===== src/rtl/gpu_rect_fill.sv =====
// -----------------------------------------------------------------------------
// gpu_rect_fill
//
// Rectangle fill engine for a cell framebuffer. Software programs X, Y, W, H
// and COLOR through a small register port and then issues a start command.
// The engine clips the rectangle against the framebuffer edges. It then
// streams one write beat per cell in row-major order over a valid/ready
// write port.
//
// Optional feature macro: GPU_FILL_IRQ_EN
//   When defined, an active-low completion interrupt (IRQ_N) is added. It
//   is low exactly while DONE is set.
//   When undefined, the port and its logic are absent.
//
// Parameters
//   FB_COLS    framebuffer width in cells (coordinates are 7-bit)
//   FB_ROWS    framebuffer height in cells
//
// Ports
//   CLK_SYS    sole clock, rising edge
//   RESET_N    asynchronous active-low reset
//   REG_WE     one-cycle register write strobe
//   REG_ADDR   0=X 1=Y 2=W 3=H 4=COLOR 5=CMD
//   REG_WDATA  register write data; CMD bit0=start, bit1=clear DONE/IRQ
//   STATUS     bit0 BUSY (CLIP or FILL), bit1 DONE
//   FB_ADDR    linear cell address y*FB_COLS+x
//   FB_DATA    cell colour {B,G,R}
//   FB_VALID   write beat offered
//   FB_READY   framebuffer accepts the beat this cycle
//   IRQ_N      completion interrupt, active low (GPU_FILL_IRQ_EN only)
// -----------------------------------------------------------------------------
module gpu_rect_fill #(
    parameter int FB_COLS = 80,
    parameter int FB_ROWS = 60
) (
    input  logic        CLK_SYS,
    input  logic        RESET_N,
    input  logic        REG_WE,
    input  logic [2:0]  REG_ADDR,
    input  logic [6:0]  REG_WDATA,
    output logic [1:0]  STATUS,
    output logic [12:0] FB_ADDR,
    output logic [2:0]  FB_DATA,
    output logic        FB_VALID,
    input  logic        FB_READY
`ifdef GPU_FILL_IRQ_EN
    ,
    output logic        IRQ_N
`endif
);

    localparam int ADDR_W = 13;

    localparam logic [7:0]        COLS_8 = 8'(FB_COLS);
    localparam logic [7:0]        ROWS_8 = 8'(FB_ROWS);
    localparam logic [ADDR_W-1:0] COLS_A = ADDR_W'(FB_COLS);

    localparam logic [2:0] RA_X     = 3'd0;
    localparam logic [2:0] RA_Y     = 3'd1;
    localparam logic [2:0] RA_W     = 3'd2;
    localparam logic [2:0] RA_H     = 3'd3;
    localparam logic [2:0] RA_COLOR = 3'd4;
    localparam logic [2:0] RA_CMD   = 3'd5;

    typedef enum logic [1:0] {
        IDLE = 2'd0,
        CLIP = 2'd1,
        FILL = 2'd2
    } state_t;

    state_t state_q;

    // Programmable registers. Software may rewrite these at any time. A running
    // fill works only from its own snapshot.
    logic [6:0] reg_x, reg_y, reg_w, reg_h;
    logic [2:0] reg_color;

    // Snapshot taken at start. It is consumed by the CLIP cycle.
    logic [6:0] snap_x, snap_y, snap_w, snap_h;
    logic [2:0] snap_color;

    // Walk state during FILL.
    logic [ADDR_W-1:0] row_start;   // address of the first cell of the current row
    logic [7:0]        fill_w;      // clipped width, reloaded at each row start
    logic [7:0]        col_left;    // cells left in the current row, incl. current
    logic [7:0]        row_left;    // rows left, incl. current

    logic              busy_q;
    logic              done_q;
    logic              fb_valid_q;
    logic [ADDR_W-1:0] fb_addr_q;
    logic [2:0]        fb_data_q;

    logic cmd_wr, cmd_start, cmd_clear;

    assign cmd_wr    = REG_WE && (REG_ADDR == RA_CMD);
    assign cmd_start = cmd_wr && REG_WDATA[0];
    assign cmd_clear = cmd_wr && REG_WDATA[1];

    // -------------------------------------------------------------------------
    // Register file
    // -------------------------------------------------------------------------
    // NOTE: sequential state uses non-blocking assignments only. Every flop
    // then samples its inputs from before the edge, whatever the order of
    // the statements.
    always_ff @(posedge CLK_SYS or negedge RESET_N) begin
        if (!RESET_N) begin
            reg_x     <= '0;
            reg_y     <= '0;
            reg_w     <= '0;
            reg_h     <= '0;
            reg_color <= '0;
        end else if (REG_WE) begin
            case (REG_ADDR)
                RA_X:     reg_x     <= REG_WDATA;
                RA_Y:     reg_y     <= REG_WDATA;
                RA_W:     reg_w     <= REG_WDATA;
                RA_H:     reg_h     <= REG_WDATA;
                RA_COLOR: reg_color <= REG_WDATA[2:0];
                default:  ;
            endcase
        end
    end

    // -------------------------------------------------------------------------
    // Clip arithmetic, evaluated from the snapshot during CLIP.
    // An origin outside the framebuffer yields zero. Otherwise the size is
    // limited to the room left to the right or bottom edge. This also keeps
    // every generated address inside the framebuffer.
    // -------------------------------------------------------------------------
    logic [7:0]        room_x, room_y;
    logic [7:0]        clip_w, clip_h;
    logic [ADDR_W-1:0] first_addr;

    // NOTE: every signal driven here gets a default value first. That way no
    // path through the block leaves one unassigned, which would infer a latch.
    always_comb begin
        room_x = '0;
        room_y = '0;
        clip_w = '0;
        clip_h = '0;
        if ({1'b0, snap_x} < COLS_8) begin
            room_x = COLS_8 - {1'b0, snap_x};
            clip_w = ({1'b0, snap_w} < room_x) ? {1'b0, snap_w} : room_x;
        end
        if ({1'b0, snap_y} < ROWS_8) begin
            room_y = ROWS_8 - {1'b0, snap_y};
            clip_h = ({1'b0, snap_h} < room_y) ? {1'b0, snap_h} : room_y;
        end
        // Constant-coefficient product. It is used once per fill. Later rows
        // are reached by adding FB_COLS to row_start.
        first_addr = ADDR_W'(snap_y) * COLS_A + ADDR_W'(snap_x);
    end

    // -------------------------------------------------------------------------
    // Control FSM with registered outputs
    // -------------------------------------------------------------------------
    // NOTE: every flop, including the snapshot and walk counters, is reset.
    // An aborted fill therefore leaves nothing behind that could resume after
    // reset is released.
    always_ff @(posedge CLK_SYS or negedge RESET_N) begin
        if (!RESET_N) begin
            state_q    <= IDLE;
            snap_x     <= '0;
            snap_y     <= '0;
            snap_w     <= '0;
            snap_h     <= '0;
            snap_color <= '0;
            row_start  <= '0;
            fill_w     <= '0;
            col_left   <= '0;
            row_left   <= '0;
            busy_q     <= 1'b0;
            done_q     <= 1'b0;
            fb_valid_q <= 1'b0;
            fb_addr_q  <= '0;
            fb_data_q  <= '0;
        end else begin
            // A clear command may arrive in any state. A completion on the
            // same edge is assigned below and takes priority, so it is
            // never lost.
            if (cmd_clear) begin
                done_q <= 1'b0;
            end

            case (state_q)
                IDLE: begin
                    if (cmd_start) begin
                        snap_x     <= reg_x;
                        snap_y     <= reg_y;
                        snap_w     <= reg_w;
                        snap_h     <= reg_h;
                        snap_color <= reg_color;
                        done_q     <= 1'b0;
                        busy_q     <= 1'b1;
                        state_q    <= CLIP;
                    end
                end

                CLIP: begin
                    if ((clip_w == 8'd0) || (clip_h == 8'd0)) begin
                        busy_q  <= 1'b0;
                        done_q  <= 1'b1;
                        state_q <= IDLE;
                    end else begin
                        fb_valid_q <= 1'b1;
                        fb_addr_q  <= first_addr;
                        fb_data_q  <= snap_color;
                        row_start  <= first_addr;
                        fill_w     <= clip_w;
                        col_left   <= clip_w;
                        row_left   <= clip_h;
                        state_q    <= FILL;
                    end
                end

                FILL: begin
                    // A beat moves only when FB_READY is high. Otherwise
                    // address and data hold.
                    if (FB_READY) begin
                        if (col_left == 8'd1) begin
                            if (row_left == 8'd1) begin
                                fb_valid_q <= 1'b0;
                                busy_q     <= 1'b0;
                                done_q     <= 1'b1;
                                state_q    <= IDLE;
                            end else begin
                                row_start <= row_start + COLS_A;
                                fb_addr_q <= row_start + COLS_A;
                                col_left  <= fill_w;
                                row_left  <= row_left - 8'd1;
                            end
                        end else begin
                            fb_addr_q <= fb_addr_q + 1'b1;
                            col_left  <= col_left - 8'd1;
                        end
                    end
                end

                default: begin
                    state_q <= IDLE;
                end
            endcase
        end
    end

    assign STATUS   = {done_q, busy_q};
    assign FB_VALID = fb_valid_q;
    assign FB_ADDR  = fb_addr_q;
    assign FB_DATA  = fb_data_q;

`ifdef GPU_FILL_IRQ_EN
    // DONE is a flop that is set on completion and cleared by a clear or a
    // start command. Its inverse is therefore the interrupt line.
    assign IRQ_N = ~done_q;
`endif

endmodule


===== config.mk =====
export PLATFORM = sky130hd
export DESIGN_NAME = gpu_rect_fill
export DESIGN_NICKNAME = d
export VERILOG_FILES = /design/src/rtl/gpu_rect_fill.sv
export SDC_FILE = /design/constraint.sdc
export NUM_CORES = 1
export LEC_CHECK = 0
export CAP_MARGIN = 20
export CORE_UTILIZATION = 40
export DETAILED_ROUTE_END_ITERATION = 8
export HOLD_SLACK_MARGIN = 0.15
export MAX_ROUTING_LAYER = met4
export PLACE_DENSITY = 0.55
export SLEW_MARGIN = 30
export SYNTH_ARGS = -nofsm -noshare
export SYNTH_HDL_FRONTEND = slang
export SYNTH_SLANG_ARGS = --single-unit

===== constraint.sdc =====
create_clock -name CLK_SYS -period 4.5 [get_ports CLK_SYS]
set_input_delay 0.45 -clock CLK_SYS [delete_from_list [all_inputs] [get_ports CLK_SYS]]
set_output_delay 0.45 -clock CLK_SYS [all_outputs]
set_load 0.005 [all_outputs]

# --- Yosys cells after proc, flatten, opt, wreduce, memory -nomap -nowiden ---
# Cells that the tools add are included.
word_totals:
  regBits: 120
  out_inout_bits: 19
  inputBits: 14
  word_cells: 115
classes:
  n_addsub: 7
  multipliers: 1
  n_reduce_logical: 22
  n_eq_ne: 17
  bitwise_logic: 1
  n_mux: 43
  n_lt_le_gt_ge: 4
op_table:
  columns: ["operator", "count"]
  rows:
  - ["2-to-1 mux 8 bit", 12]
  - ["2-to-1 mux 13 bit", 6]
  - ["one-hot mux 13 bit (2 select lines)", 2]
  - ["one-hot mux 8 bit (2 select lines)", 2]
  - ["== test 8 x 1 -> 1 bit, second input constant", 2]
  - ["logical NOT 8 bit", 2]
  - ["less-than comparator 7 x 8 -> 1 bit", 2]
  - ["subtractor 8 x 1 -> 8 bit, second input constant", 2]
  - ["inequality test 2 bit, second input constant", 7]
  - ["AND reduction 2 bit", 7]
  - ["adder 13 x 1 -> 13 bit, second input constant", 1]
  - ["adder 13 x 7 -> 13 bit", 1]
  - ["adder 13 x 7 -> 13 bit, second input constant", 1]
  - ["2-to-1 mux 1 bit", 12]
  - ["2-to-1 mux 2 bit", 5]
  - ["AND reduction 5 bit", 2]
  - ["multiplier 7 x 3 -> 9 bit, second input constant", 1]
  - ["AND reduction 4 bit", 2]
  - ["subtractor 6 x 7 -> 8 bit, first input constant", 1]
  - ["subtractor 7 x 7 -> 8 bit, first input constant", 1]
  - ["less-than comparator 7 x 6 -> 1 bit, second input constant", 1]
  - ["less-than comparator 7 bit, second input constant", 1]
  - ["== test 3 x 2 -> 1 bit, second input constant", 2]
  - ["== test 3 bit, second input constant", 2]
  - ["15 further kinds", 18]

# --- Longest topological paths before layout ---
# Gate-level depths: netlist of the first run.
depth:
  ltp_word: 8
  ltp_mapped: 14
  ltp_nobuf: 12

# --- Worst setup path after synthesis of the first run ---
# OpenSTA, ideal clock, no wires.
synth_path:
  kind: "register to register"
  from: "register snap_x[0]"
  to: "register fb_addr_q[12] (netlist: FB_ADDR[12])"
  required_time_ps: 4375
  setup_slack_ps: 976
  path_stages_with_launch: 15
  t_arrival_ps: 3399
  setup_time_ps: 125
  path_buffers: 2
  period_less_slack_ps: 3524
  cell_sequence: "dfrtp_1 buf_4 inv_1 ha_1 or3b_4 a21oi_2 xnor2_1 ha_1 nand3_1 o31ai_1 a21oi_2 o31ai_2 and2_4 buf_6 mux2_4"
synth_between:
  elab_chain_cells: 8
  word_cells_on_any_way: 12
  cone_classes: "2 x add/sub; 2 x order compare; 1 x eq/ne; 4 x mux; 3 x reduce/logical"
synth_rtl:
  columns: ["item", "line_no", "text"]
  rows:
  - ["from (decl)", "79", "logic [6:0] snap_x, snap_y, snap_w, snap_h;"]
  - ["from (signal assigned)", "189", "snap_x <= reg_x;"]
  - ["subtractor 7 x 7 -> 8 bit", "143", "room_x = COLS_8 - {1'b0, snap_x};"]
  - ["less-than comparator 7 x 8 -> 1 bit", "144", "clip_w = ({1'b0, snap_w} < room_x) ? {1'b0, snap_w} : room_x;"]
  - ["2-to-1 mux 8 bit", "144", null]
  - ["2-to-1 mux 8 bit", "142", "if ({1'b0, snap_x} < COLS_8) begin"]
  - ["logical NOT 8 bit", "201", "if ((clip_w == 8'd0) || (clip_h == 8'd0)) begin"]
  - ["logical OR 1 bit", "201", null]
  - ["inequality test 2 bit (no source line)", null, null]
  - ["AND reduction 4 bit (no source line)", null, null]
  - ["to (signal assigned)", "207", "fb_addr_q <= first_addr;"]
  - ["to (signal assigned)", "229", "fb_addr_q <= row_start + COLS_A;"]
  - ["to (signal assigned)", "234", "fb_addr_q <= fb_addr_q + 1'b1;"]
  - ["to (decl)", "91", "logic [ADDR_W-1:0] fb_addr_q;"]
# Several ways; a longest one is shown, not always the timed one. The select of a mux whose other input is x is not followed.
# A chain may end at the register's enable or synchronous reset.

# --- Worst setup path in the final report of the first run ---
layout_path:
  from: "register snap_x[1]"
  to: "register row_left[5]"
layout_between:
  elab_chain_cells: 8
  word_cells_on_any_way: 9
  cone_classes: "1 x add/sub; 2 x order compare; 1 x eq/ne; 2 x mux; 3 x reduce/logical"
layout_rtl:
  columns: ["item", "line_no", "text"]
  rows:
  - ["subtractor 7 x 7 -> 8 bit", "143", null]
  - ["less-than comparator 7 x 8 -> 1 bit", "144", null]
  - ["2-to-1 mux 8 bit", "144", null]
  - ["2-to-1 mux 8 bit *", "142", null]
  - ["logical NOT 8 bit *", "201", null]
  - ["logical OR 1 bit *", "201", null]
  - ["inequality test 2 bit (no source line) *", null, null]
  - ["AND reduction 5 bit (no source line) *", null, null]
  - ["to (signal assigned)", "212", "row_left <= clip_h;"]
  - ["to (signal assigned)", "231", "row_left <= row_left - 8'd1;"]
  - ["to (decl)", "86", "logic [7:0] row_left;"]
# Every way passes the cells marked *; elsewhere a longest branch is shown, timed or not.

==> flow_summary.ini, run 1 <==
[power]
combPwrFrac_pct = 51.1
p_switching_w = 0.00286
p_leak_nw = 3.65
swShare_pct = 42.4
p_int_w = 0.00388
p_total_w = 0.00675
clkPwrFrac_pct = 19.9
seqPwrFrac_pct = 29.0
powerDensity_nw_per_um2 = 799
max-vdd-ir-drop_v = 0.000363

[die]
core-area_um2 = 17900
die_h_um = 137
io_pins = 33
dieArea_um2 = 18800
die_w_um = 137
fp-row-count = 49
start_util_pct = 40.7

[routing]
drt_iter0_markers = 314
vias = 5581
routed_wl_um = 18100
drcViolationCount = 0
firstDrtPassIters = 6
postRouteAntennaNets = 0
wl_per_cell_um = 18.4
viasPerCell = 5.68

[clocking]
cts_max_level = 4
root_buffer = clkbuf_16
cts_setup_buffers = 0
cts.repair.resized = 0
cts_buffers = 17
cts_max_path_buffers = 2
clk_pin_slew_ps = 60
clk-insertion-delay-late_ps = 420
clock-sinks = 120
hold_buffers = 1
cts_tree = built

[setup_path]
critical_path_class = reg2reg
start_kind = flip-flop
worstSetupEndpointType = flip-flop
critPathBufInv = 2
slowest_delay_ps = 480
reg2reg_from = snap_x[1]$_DFFE_PN0P_
ff2ff_path_depth = 13
rr_endpoint = row_left[5]$_DFFE_PN0P_
path_cells = inv_1 -> ha_1 -> or3b_4 -> a21oi_2 -> xnor2_1 -> ha_1 -> nand3_1 -> o31ai_1 -> a21oi_2 -> o31ai_2 -> buf_4 -> nand2_1 -> a221o_1
cp_slowest_cell = dfrtp_1
worstPathRequired_ps = 4800
startpoint = snap_x[1]$_DFFE_PN0P_
reg2reg_slack_ps = 570
cp_top_family = compound AO/OA/AOI/OAI gates
path_max_fanout = 13
critPathArrivalTime_ps = 4230

[yosys]
postSynth.asyncResetShare_pct = 100
synth_ff_type = dfrtp_1
ys_top_cells_by_area = dfrtp_1 (41%), mux2_2 (12%), ha_1 (6.3%), nand2_1 (3.1%), xnor2_1 (2.5%)
synth_top_cell_by_area = dfrtp_1
yosys_register_bits = 120
syn_avg_cell_area_um2 = 10.3
synth_edf_count = 0
synth_top_area_share_pct = 41.2
synth_nets = 759
seq_area_frac_synth_pct = 41.2
syn_inst = 706
yosysWarnings = 0
yosysUniqueCellTypes = 75
syn_area_um2 = 7290

[final_layout]
final_area_um2 = 8440
drive_gt1_share_pct = 19.4
area_delta_synth_final_pct = 15.8
antenna_cells = 0
n_fill_cell = 1672
multi_input_area_um2 = 4040
fin_nets = 793
seqCellArea_um2 = 3000

[outcome]
status = complete, no violations

[sta]
timing.fmax_mhz = 254
maxSlewHeadroom_pct = 35.3
fin_tns_setup_ps = 0
rsz0062_at_grt = no
hold_violations = 0
slew_violations = 0
worst_pin_slew_ps = 963
fin_crit_sh_pct = 87.3
setup_viol = 0
skew_ps = 5.34
period_needed_ps = 3930

[placed_design]
place_area_um2 = 7840
hpwl_um = 13200
place_congestion = 0.892
numPortBuffers = 32

[grt]
grt_overflow = 0
grt_max_degree = 47
antenna_found_initial = 0
grt_pass1_wl_um = 30100
grt_pass1_vias = 5589
grt_use_total_pct = 21.6

[hold_path]
hold_end = FB_DATA[0]$_DFFE_PN0P_
worstHoldPathCells = 1
hold_class = reg2reg
min_from = FB_DATA[0]$_DFFE_PN0P_

[run]
maxCapViolCount = 0
==> placed cells by master, fill, tap and decap left out, types with 4 or more instances in the layout <==
master and count:
o21ai_0 32, clkbuf_16 17, o31ai_1 9, a211oi_1 5, xor2_1 10, nand2_1 61, xnor2_1 21, nor4_1 4
mux2_4 9, mux2i_1 5, o211ai_1 14, nor2_1 38, a21oi_1 29, dfrtp_1 120, and3_1 4, nand3_1 25
inv_1 27, mux2_1 4, a31oi_1 15, or3_1 11, a32o_1 4, nand2b_1 5, nor2b_1 11, ha_1 36
clkdlybuf4s50_1 31, a21o_1 4, nor3_1 20, buf_4 13, clkinvlp_4 6, mux2_2 76, a221o_1 4
==> metrics by stage <==
step	worst slack (ps)	cells	hold WS, ps	utilization [%]
floorplan	976	706	154	-
global placement	703	949	478	43.8
detailed placement	600	949	477	43.8
CTS	582	982	498	47.1
global route	223	982	516	47.1
finish	570	982	489	47.1
==> flip-flops by register name (all words and copies together), names as in the netlist, 8 cells and up <==
name       flops
FB_ADDR       13
row_start     13
col_left       8
fill_w         8
row_left       8
==> metal layers <==
metal	global-route usage, %	wire length [um]
met3	4.19	683
met2	33.3	8430
met4	6.84	243
met5	-	0
met1	28.6	8700
==> kinds of logic after synthesis <==
kind of cell	Yosys count	share of synthesized area, %
and+or+nand+nor	204	14.3
AOI/OAI and AO/OA	160	15.2
DFF	120	41.2
muxes	94	14.9
buffers and inverters	57	3.48
adders and majority gates	39	6.90
xor gates and xnor gates	32	4.03
==> synthesized netlist by cell type, types with 3 or more instances <==
| master | count |
|---|---|
| dfrtp_1 | 120 |
| mux2_2 | 76 |
| nand2_1 | 61 |
| nor2_1 | 38 |
| ha_1 | 37 |
| o21ai_0 | 32 |
| a21oi_1 | 29 |
| inv_1 | 27 |
| nand3_1 | 25 |
| xnor2_1 | 21 |
| nor3_1 | 20 |
| a31oi_1 | 15 |
| clkbuf_1 | 15 |
| o211ai_1 | 14 |
| nor2b_1 | 11 |
| or3_1 | 11 |
| xor2_1 | 10 |
| mux2_4 | 9 |
| o31ai_1 | 9 |
| a211oi_1 | 5 |
| buf_2 | 5 |
| buf_4 | 5 |
| mux2i_1 | 5 |
| nand2b_1 | 5 |
| a21o_1 | 4 |
| a221o_1 | 4 |
| a32o_1 | 4 |
| and3_1 | 4 |
| mux2_1 | 4 |
| nor4_1 | 4 |
| a211o_1 | 3 |
| a21boi_0 | 3 |
| buf_1 | 3 |
| nand3b_1 | 3 |
| nand4b_1 | 3 |
| nor3b_1 | 3 |
| o2111ai_1 | 3 |
| o22ai_1 | 3 |
| o41ai_1 | 3 |
==> how the worst max path moves through the flow <==
stage	to	slack [ps]	depth (start not counted)
4_1_cts	row_left[5]$_DFFE_PN0P_	580	13
3_3_place_gp	row_left[2]$_DFFE_PN0P_	700	13
3_5_place_dp	row_left[5]$_DFFE_PN0P_	600	13
2_1_floorplan	FB_ADDR[12]$_DFFE_PN0P_	980	14
6_report	row_left[5]$_DFFE_PN0P_	570	13
5_1_grt	row_left[5]$_DFFE_PN0P_	220	13
==> final cells by class <==
type / count / area share, %
inverters: 27 / 1.20
clock buffers: 18 / 5.20
repair buffers: 45 / 4.95
well taps: 229 / 3.40
flip-flops and latches: 120 / 35.6
multi-input cells: 529 / 47.9
clock inverters: 14 / 1.78
==> power by group through the flow <==
stage          combinational [W]  sequential, W  clock [W]
5_1_grt                  0.00385        0.00203    0.00142
3_5_place_dp             0.00343        0.00197          0
4_1_cts                  0.00345        0.00195    0.00137
6_report                 0.00345        0.00196    0.00134
2_1_floorplan            0.00264        0.00179          0
3_3_place_gp             0.00338        0.00195          0
==> worst reg2reg max path: cells and delay by family (launching register included) <==
| kind | cells | cell delay [ps] |
|---|---|---|
| AO/OA/AOI/OAI | 5 | 1650 |
| XOR/XNOR | 1 | 110 |
| adder cells (fa/ha/maj) | 2 | 530 |
| buffers and inverters | 2 | 360 |
| flip-flops | 1 | 480 |
| AND/OR/NAND/NOR | 3 | 670 |
Note: power is estimated with default switching activity, not from simulation.
==> run 2: changes to the inputs <==
Settings changed: GPL_ROUTABILITY_DRIVEN set to 0.
==> run 2 against run 1 <==
Effect of this change:
- design area about the same
- clock power increased by 3%
- critical endpoint is now col_left[6]$_DFFE_PN0P_
- critical path depth unchanged
- largest power group unchanged
- hold slack improved by 7.1 ps
- final cell count decreased by 0.20%
==> flow_summary.ini, run 2 (synthesis gave the netlist of run 1 again) <==
[outcome]
status = complete, no violations

[final_layout]
final_cell_count_no_fill = 980
area_delta_synth_final_pct = 15.7
n_fill_cell = 1655
final_common_cell = dfrtp_1
antenna_cells = 0
fin_nets = 792
seqCellArea_um2 = 3000
drive_gt1_share_pct = 19.0
final_cell_mix = dfrtp_1 (120), mux2_2 (76), nand2_1 (61)
multi_input_area_um2 = 4050

[placed_design]
dp.cells = 948
hpwl_um = 12900
numPortBuffers = 32

[grt]
grt_use_total_pct = 21.4
grt_max_degree = 59
grt_pass1_wl_um = 29600
grt_pass1_vias = 5546
antenna_found_initial = 0
grt_overflow = 0

[power]
p_leak_nw = 3.66
max-vdd-ir-drop_v = 0.000429
powerDensity_nw_per_um2 = 804

[sta]
fin_tns_setup_ps = 0
period_needed_ps = 3960
rsz0062_at_grt = no
skew_ps = 9.00
setup_viol = 0
worst_pin_slew_ps = 685
hold_violations = 0
timing.fmax_mhz = 252
fin_crit_sh_pct = 88.0
maxSlewHeadroom_pct = 54.3
slew_violations = 0

[die]
start_util_pct = 40.7
die_w_um = 137
die_h_um = 137
core-area_um2 = 17900
io_pins = 33
fp-row-count = 49
dieArea_um2 = 18800

[setup_path]
worstSetupEndpointType = flip-flop
cp_slowest_cell = dfrtp_1
critPathArrivalTime_ps = 4280
critical_path_class = reg2reg
path_max_fanout = 25
worstPathRequired_ps = 4820
slowest_delay_ps = 480
start_kind = flip-flop
path_cells = inv_1 -> ha_1 -> or3b_4 -> a21oi_2 -> xnor2_1 -> ha_1 -> nand3_1 -> o31ai_1 -> a21oi_2 -> o31ai_2 -> buf_4 -> and2_4 -> mux2_4

[run]
maxCapViolCount = 0

[clocking]
cts_buffers = 17
cts_tree = built
clk_pin_slew_ps = 60
cts.repair.resized = 0
cts_setup_buffers = 0
root_buffer = clkbuf_16
clk-insertion-delay-late_ps = 440
cts_max_level = 4
cts_max_path_buffers = 2
clock-sinks = 120

[routing]
viasPerCell = 5.79
firstDrtPassIters = 5
wl_per_cell_um = 18.4
drt_iter0_markers = 476
vias = 5671
drcViolationCount = 0
routed_wl_um = 18000
postRouteAntennaNets = 0

[hold_path]
hold_class = reg2reg
## run 2: metrics by stage
| stage | hold slack [ps] | power (W) | setup slack (ps) | cell area, um2 | utilization (%) |
|---|---|---|---|---|---|
| after floorplan | 154 | 0.00443 | 976 | 7290 | - |
| after global placement | 453 | 0.00531 | 597 | 7830 | 43.7 |
| after detailed placement | 459 | 0.00539 | 532 | 7840 | 43.8 |
| after CTS | 500 | 0.00679 | 522 | 8430 | 47.1 |
| after global routing | 508 | 0.00729 | 270 | 8430 | 47.1 |
| final | 496 | 0.00678 | 538 | 8430 | 47.1 |
## run 2: final timing paths
check | startpoint | to | slack (ps) | depth (start not counted)
max in group asynchronous | RESET_N | reg_w[2]$_DFFE_PN0P_ | 2930 | 3
worst max-delay path | snap_x[1]$_DFFE_PN0P_ | col_left[6]$_DFFE_PN0P_ | 540 | 13
worst min register to register | FB_DATA[0]$_DFFE_PN0P_ | FB_DATA[0]$_DFFE_PN0P_ | 500 | 1
worst max register to register | snap_x[1]$_DFFE_PN0P_ | col_left[6]$_DFFE_PN0P_ | 540 | 13
worst min-delay path | FB_DATA[0]$_DFFE_PN0P_ | FB_DATA[0]$_DFFE_PN0P_ | 500 | 1
min in group asynchronous | RESET_N | row_start[10]$_DFFE_PN0P_ | 540 | 2
## run 2: layout make-up
cell class / count / share of cell area (%)
clock buffers: 19 / 5.13
repair buffers: 44 / 4.87
flip-flops and latches: 120 / 35.6
well taps: 229 / 3.40
multi-input cells: 529 / 48.0
clock inverters: 12 / 1.82
inverters: 27 / 1.20
## run 2: layer usage
metal / wire, um / GRT usage (%) / up-vias
met3: 789 / 4.74 / 19
met4: 266 / 7.75 / 0
met1: 8680 / 28.4 / 2802
met5: 0 / - / -
li1: - / - / 2666
met2: 8300 / 32.0 / 184
## run 2: repair_timing
action                                  CTS  global route
endpoints found under the setup margin    0             0
hold buffers                              1             0
hold endpoints to repair                 36             0
## run 2: power by group
group / internal (W) / total, W / switching (W)
clock network: 0.000864 / 0.00138 / 0.000511
registers: 0.00148 / 0.00195 / 0.000464
logic: 0.00157 / 0.00346 / 0.00189
total: 0.00391 / 0.00678 / 0.00287
## run 2: worst max-delay path: cells and delay by family (launching register included)
family / cells / cell delay, ps
AND/OR/NAND/NOR: 3 / 930
flip-flops: 1 / 480
AO/OA/AOI/OAI: 4 / 1040
adder cells (fa/ha/maj): 2 / 520
multiplexers: 1 / 330
XOR/XNOR: 1 / 110
buffers and inverters: 2 / 420
